File: config.mk
export PLATFORM = sky130hd
export DESIGN_NAME = div_unit
export DESIGN_NICKNAME = d
export VERILOG_FILES = /design/src/rtl/div_unit.sv
export SDC_FILE = /design/constraint.sdc
export NUM_CORES = 1
export LEC_CHECK = 0
export ABC_CLOCK_PERIOD_IN_PS = 7930
export CAP_MARGIN = 20
export CORE_MARGIN = 1
export CORE_UTILIZATION = 25
export CTS_CLUSTER_SIZE = 30
export DETAILED_ROUTE_END_ITERATION = 7
export SYNTH_ARGS = -nofsm -noshare
export SYNTH_HDL_FRONTEND = slang
export SYNTH_SLANG_ARGS = --single-unit
File: constraint.sdc
create_clock -name CLK -period 7.93 [get_ports CLK]
set_clock_uncertainty 0.2 [all_clocks]
set_input_delay 0.793 -clock CLK [delete_from_list [all_inputs] [get_ports CLK]]
set_output_delay 0.793 -clock CLK [all_outputs]
set_load 0.01 [all_outputs]
File: src/rtl/div_unit.sv
// Iterative RV32M divide/remainder unit (DIV, DIVU, REM, REMU).
// One restoring radix-2 step per clock. Divide-by-zero and signed
// overflow are resolved on the accepting edge and skip the iteration.
module div_unit #(
    parameter int N = 32
) (
    input  logic         CLK,
    input  logic         RSTN,
    input  logic         START,
    input  logic [N-1:0] A,
    input  logic [N-1:0] B,
    input  logic [1:0]   OP,
    output logic [N-1:0] RESULT,
    output logic         BUSY,
    output logic         DONE
);

    localparam int                CNT_W    = $clog2(N);
    localparam logic [CNT_W-1:0]  CNT_MAX  = CNT_W'(N - 1);
    localparam logic [CNT_W-1:0]  CNT_ONE  = {{(CNT_W-1){1'b0}}, 1'b1};
    localparam logic [N-1:0]      ONE_N    = {{(N-1){1'b0}}, 1'b1};
    localparam logic [N-1:0]      MIN_NEG  = {1'b1, {(N-1){1'b0}}};

    typedef enum logic [1:0] {
        ST_IDLE = 2'b00,
        ST_CALC = 2'b01,
        ST_DONE = 2'b10
    } state_t;

    // Two's-complement negation
    function automatic logic [N-1:0] neg_f(input logic [N-1:0] x);
        neg_f = ~x + ONE_N;
    endfunction

    // Magnitude of a signed value (MIN_NEG maps to itself, read as unsigned)
    function automatic logic [N-1:0] abs_f(input logic [N-1:0] x);
        abs_f = x[N-1] ? neg_f(x) : x;
    endfunction

    state_t            state_r, state_nx;
    logic [N-1:0]      rem_r, rem_nx;
    logic [N-1:0]      quo_r, quo_nx;
    logic [N-1:0]      div_r, div_nx;
    logic [CNT_W-1:0]  cnt_r, cnt_nx;
    logic              qsign_r, qsign_nx;
    logic              rsign_r, rsign_nx;
    logic              selrem_r, selrem_nx;
    logic [N-1:0]      result_r, result_nx;
    logic              busy_r;
    logic              done_r;

    logic              is_signed_s;
    logic              ovf_s;
    logic [N:0]        rem_sh_s;
    logic [N-1:0]      trial_s;
    logic              ge_s;
    logic [N-1:0]      rem_step_s;
    logic [N-1:0]      quo_step_s;
    logic [N-1:0]      q_fin_s;
    logic [N-1:0]      r_fin_s;

    assign is_signed_s = ~OP[0];
    assign ovf_s       = is_signed_s && (A == MIN_NEG) && (B == {N{1'b1}});

    // Single restoring step: shift remainder:quotient, trial-subtract divisor
    always_comb begin
        rem_sh_s = {rem_r, quo_r[N-1]};
        trial_s  = rem_sh_s[N-1:0] - div_r;
        ge_s     = (rem_sh_s >= {1'b0, div_r});
        if (ge_s) begin
            rem_step_s = trial_s;
            quo_step_s = {quo_r[N-2:0], 1'b1};
        end else begin
            rem_step_s = rem_sh_s[N-1:0];
            quo_step_s = {quo_r[N-2:0], 1'b0};
        end
        q_fin_s = qsign_r ? neg_f(quo_step_s) : quo_step_s;
        r_fin_s = rsign_r ? neg_f(rem_step_s) : rem_step_s;
    end

    // Next-state and datapath update decisions
    always_comb begin
        state_nx  = state_r;
        rem_nx    = rem_r;
        quo_nx    = quo_r;
        div_nx    = div_r;
        cnt_nx    = cnt_r;
        qsign_nx  = qsign_r;
        rsign_nx  = rsign_r;
        selrem_nx = selrem_r;
        result_nx = result_r;
        case (state_r)
            ST_IDLE, ST_DONE: begin
                if (START) begin
                    if (B == {N{1'b0}}) begin
                        state_nx  = ST_DONE;
                        result_nx = OP[1] ? A : {N{1'b1}};
                    end else if (ovf_s) begin
                        state_nx  = ST_DONE;
                        result_nx = OP[1] ? {N{1'b0}} : A;
                    end else begin
                        state_nx  = ST_CALC;
                        rem_nx    = {N{1'b0}};
                        quo_nx    = is_signed_s ? abs_f(A) : A;
                        div_nx    = is_signed_s ? abs_f(B) : B;
                        qsign_nx  = is_signed_s & (A[N-1] ^ B[N-1]);
                        rsign_nx  = is_signed_s & A[N-1];
                        selrem_nx = OP[1];
                        cnt_nx    = CNT_MAX;
                    end
                end else begin
                    state_nx = ST_IDLE;
                end
            end
            ST_CALC: begin
                rem_nx = rem_step_s;
                quo_nx = quo_step_s;
                if (cnt_r == {CNT_W{1'b0}}) begin
                    state_nx  = ST_DONE;
                    result_nx = selrem_r ? r_fin_s : q_fin_s;
                end else begin
                    cnt_nx = cnt_r - CNT_ONE;
                end
            end
            default: begin
                state_nx = ST_IDLE;
            end
        endcase
    end

    // State, datapath and registered handshake outputs
    always_ff @(posedge CLK or negedge RSTN) begin
        if (!RSTN) begin
            state_r  <= ST_IDLE;
            rem_r    <= {N{1'b0}};
            quo_r    <= {N{1'b0}};
            div_r    <= {N{1'b0}};
            cnt_r    <= {CNT_W{1'b0}};
            qsign_r  <= 1'b0;
            rsign_r  <= 1'b0;
            selrem_r <= 1'b0;
            result_r <= {N{1'b0}};
            busy_r   <= 1'b0;
            done_r   <= 1'b0;
        end else begin
            state_r  <= state_nx;
            rem_r    <= rem_nx;
            quo_r    <= quo_nx;
            div_r    <= div_nx;
            cnt_r    <= cnt_nx;
            qsign_r  <= qsign_nx;
            rsign_r  <= rsign_nx;
            selrem_r <= selrem_nx;
            result_r <= result_nx;
            busy_r   <= (state_nx == ST_CALC);
            done_r   <= (state_nx == ST_DONE);
        end
    end

    assign RESULT = result_r;
    assign BUSY   = busy_r;
    assign DONE   = done_r;

endmodule

==> results.sh <==
export IMPL_grt_pass1_vias=10939
export IMPL_area_growth_pct=18.1
export IMPL_path_max_fanout=34
export IMPL_cp_data_arrival_time_ns=5.53
export IMPL_peakVddDrop_mv=0.270
export IMPL_hpwl_um=30400
export IMPL_clockBufferDepth=2
export IMPL_postRouteAntennaNets=0
export IMPL_async_flop_share_pct=100
export IMPL_cp_start_kind="flop"
export IMPL_cp_slowest_stage_delay_ns=0.50
export IMPL_crit_required_ns=8.09
export IMPL_layout_cells_non_filler=2173
export IMPL_port_buffers=102
export IMPL_groute_layer_met1_usage_pct=23.8
export IMPL_die_w_um=218
export IMPL_dieArea_mm2=0.0477
export IMPL_cts_tree="yes"
export IMPL_drv_slew=0
export IMPL_start_util_pct=25.6
export IMPL_setup_viol=0
export IMPL_synthCells=1518
export IMPL_whs_ns=0.166
export IMPL_first_iter_violations=938
export IMPL_antenna_found_initial=0
export IMPL_tightest_slew_ns=1.05
export IMPL_cts_setup_buffers=0
export IMPL_diodes=0
export IMPL_worstSkewPairLatency_ns=0.44
export IMPL_coreArea_mm2=0.0458
export IMPL_postLayoutCoreUtil_pct=30.2
export IMPL_reg2reg_depth=18
export IMPL_ys_flop_type="dfrtp_1"
export IMPL_rows=78
export IMPL_r2r_slack_ns=2.56
export IMPL_overflow=0
export IMPL_cts_max_level=4
export IMPL_crit_type="reg -> reg"
export IMPL_die_y_um=218
export IMPL_vias=11804
export IMPL_dp_cells=2141
export IMPL_cts_buffers=17
export IMPL_gr_max_usage_layer="met2"
export IMPL_ios=103
export IMPL_outcome="completed"
export IMPL_syn_area_mm2=0.0117
export IMPL_min_period_over_period_pct=67.7
export IMPL_cts_root_buf="clkbuf_16"
export IMPL_crit_slowest_cell="inv_2"
export IMPL_fmax_ghz=0.186
export IMPL_path_clk_slew_ns=0.07
export IMPL_ys_seq_area_share_pct=29.9
export IMPL_ys_ff_latch=140
export IMPL_yosysWarnings=0
export IMPL_cp_end_kind="flop"
export IMPL_ys_types=89
export IMPL_period_minus_slack_ns=5.37
export IMPL_firstDrtPassIters=5
export IMPL_syn_num_nets=1626
export IMPL_setup_tns_final_ns=0
export IMPL_critPathBufInv=2
export IMPL_rsz0062_at_grt="no"
export IMPL_post_route_cells_drive_above_1_share_pct=5.28
export IMPL_critical_path_top_delay_family="compound AO/OA/AOI/OAI gates"
export IMPL_drt_wl_total_um=40300
export IMPL_hold_violations=0
export IMPL_clock_sinks=140
export IMPL_routabilityCongestion=0.911
export IMPL_worstPathCellList="ha_1 -> a21o_4 -> a31o_1 -> o21ai_1 -> a2111o_1 -> nand3_2 -> inv_2 -> mux2i_1 -> ha_1 -> inv_1 -> or3_1 -> nor2_1 -> nand3_1 -> o41a_1 -> o41ai_2 -> xor2_1 -> nand3_1 -> a41oi_2"
export IMPL_min_path_type="in -> async"
export IMPL_synth_edf_count=0
export IMPL_synth_area_per_cell_um2=7.72
export IMPL_grt_max_degree=99
export IMPL_cts_repair_resized=0
export IMPL_use_met3_pct=3.16
export IMPL_fin_nets=1670
export IMPL_met2_usage_pct=26.0
export IMPL_drc_errors=0
export IMPL_maxCapViolCount=0
export IMPL_ctsHoldBuffers=0
export IMPL_wire_per_inst_um=18.6
export IMPL_worstReg2RegStart="rem_r[3]$_DFFE_PN0P_"
export IMPL_grt_pass1_wl_um=62900
export IMPL_track_usage_pct=16.7
export IMPL_power_density_mw_per_mm2=497
export IMPL_maxSlewHeadroom_pct=29.9
export IMPL_p_leak_nw=5.45
export IMPL_vias_per_cell=5.43
export IMPL_power_mw=6.87
export IMPL_r2r_end="RESULT[28]$_DFFE_PN0P_"
## registers in the layout, indices dropped and copies added, names as in the netlist
signal,count
rem_r,32
DONE,1
RESULT,32
cnt_r,5
state_r,2
quo_r,32
BUSY,1
selrem_r,1
qsign_r,1
div_r,32
rsign_r,1
## synth_stat cells (3+ instances only)
cell / count / share of area, %
a221oi_1: 5 / 0.37
xor2_1: 61 / 4.6
clkbuf_1: 53 / 1.7
nand4_1: 28 / 1.5
a21o_1: 20 / 1.3
or4_1: 13 / 0.83
a211oi_1: 9 / 0.58
nand3b_1: 4 / 0.26
buf_4: 5 / 0.32
nor2_1: 147 / 4.7
mux2i_1: 24 / 2.1
nand2b_1: 12 / 0.64
o21ai_1: 13 / 0.56
a21oi_1: 142 / 6.1
buf_1: 6 / 0.19
o211a_1: 3 / 0.26
o21ai_0: 150 / 6.4
inv_1: 54 / 1.7
nor4_1: 21 / 1.1
nand3_1: 55 / 2.3
o22ai_1: 3 / 0.16
o221ai_1: 5 / 0.37
nor3b_1: 3 / 0.19
o21a_1: 3 / 0.19
dfrtp_1: 140 / 30
ha_1: 38 / 4.1
a31oi_1: 26 / 1.4
nand2_1: 149 / 4.8
o41ai_1: 13 / 0.97
nor2b_1: 9 / 0.48
o31ai_1: 23 / 1.5
xnor2_1: 68 / 5.1
or3_1: 22 / 1.2
nor3_1: 38 / 1.6
and3_1: 18 / 0.96
o211ai_1: 29 / 1.9
and2_1: 4 / 0.21
buf_2: 26 / 1.1
or2_2: 5 / 0.27
a2111o_1: 3 / 0.29
a221o_1: 4 / 0.34
## worst max path at each step
stage | start | to | slack, ns | cells after the start
floorplan | rem_r[0]$_DFFE_PN0P_ | RESULT[28]$_DFFE_PN0P_ | 3.04 | 22
global placement | A[1] | cnt_r[3]$_DFFE_PN0P_ | 2.56 | 13
detailed placement | A[1] | cnt_r[3]$_DFFE_PN0P_ | 2.48 | 13
CTS | rem_r[3]$_DFFE_PN0P_ | RESULT[28]$_DFFE_PN0P_ | 2.70 | 18
global route | rem_r[18]$_DFFE_PN0P_ | RESULT[30]$_DFFE_PN0P_ | 2.19 | 19
finish | rem_r[3]$_DFFE_PN0P_ | RESULT[28]$_DFFE_PN0P_ | 2.56 | 18
## layout make-up
| cell class | instances | area, um^2 |
|---|---|---|
| well taps | 600 | 751 |
| flip-flops and latches | 140 | 3500 |
| fillers | 4876 | 31900 |
| multi-input cells | 1230 | 7630 |
| clock inverters | 10 | 141 |
| repair buffers | 117 | 1130 |
| inverters | 56 | 210 |
| clock buffers | 20 | 467 |
## worst register-to-register path: cells and delay by family, from the launching register on
family	cells	cell delay [ns]
simple gates	5	0.88
mux	1	0.38
fa+ha+maj	2	0.72
flops	1	0.45
xor+xnor	1	0.19
buf+inv	2	0.58
compound gates	7	1.87
## where the power goes
part / total, mW / switching (mW) / internal [mW]
clock: 0.854 / 0.338 / 0.517
combinational: 4.57 / 2.85 / 1.72
sequential: 1.45 / 0.383 / 1.06
total: 6.87 / 3.57 / 3.30
## metal layers
| metal | wire length [um] | up-vias |
|---|---|---|
| li1 | - | 5610 |
| met1 | 18700 | 5721 |
| met2 | 18200 | 437 |
| met3 | 2840 | 36 |
| met4 | 527 | 0 |
| met5 | 0 | - |
## through the flow
step | instance area [um^2] | setup slack [ns]
finish | 13800 | 2.56
global route | 13800 | 2.19
CTS | 13800 | 2.70
detailed placement | 13200 | 2.48
global placement | 13200 | 2.56
floorplan | 11700 | 3.04
## layout by cell type, fill, tap and decap left out, types with 4 or more instances in the layout
master             n
o221ai_1           5
xor2_1            61
nand3_1           55
a221oi_1           5
dfrtp_1          140
nor4_1            21
o31ai_1           23
or2_2              5
clkdlybuf4s50_1  101
o211ai_1          29
xnor2_1           68
ha_1              38
o41ai_1           13
a211oi_1           9
or3_1             22
o21ai_0          150
a221o_1            4
mux2i_1           24
nor3_1            38
buf_4             14
a31oi_1           25
nor2_1           146
and3_1            18
nand2_1          149
inv_1             54
clkbuf_16         17
or4_1             13
a21o_1            20
nand4_1           28
and2_1             4
nand3b_1           4
o21ai_1           13
a21oi_1          142
nand2b_1          11
nor2b_1            9
## cell families (layout without fill, tap and decap cells)
kind of cell,after synthesis,count (layout),synth area share [%]
multiplexers,26,26,2.24
AO/OA/AOI/OAI,491,491,26.3
XOR/XNOR,129,129,9.65
adder cells (fa/ha/maj),39,39,4.23
AND/OR/NAND/NOR,545,545,22.3
buffers and inverters,148,203,5.31
flip-flops,140,140,29.9
No activity file was read; power rests on OpenSTA's default activity.
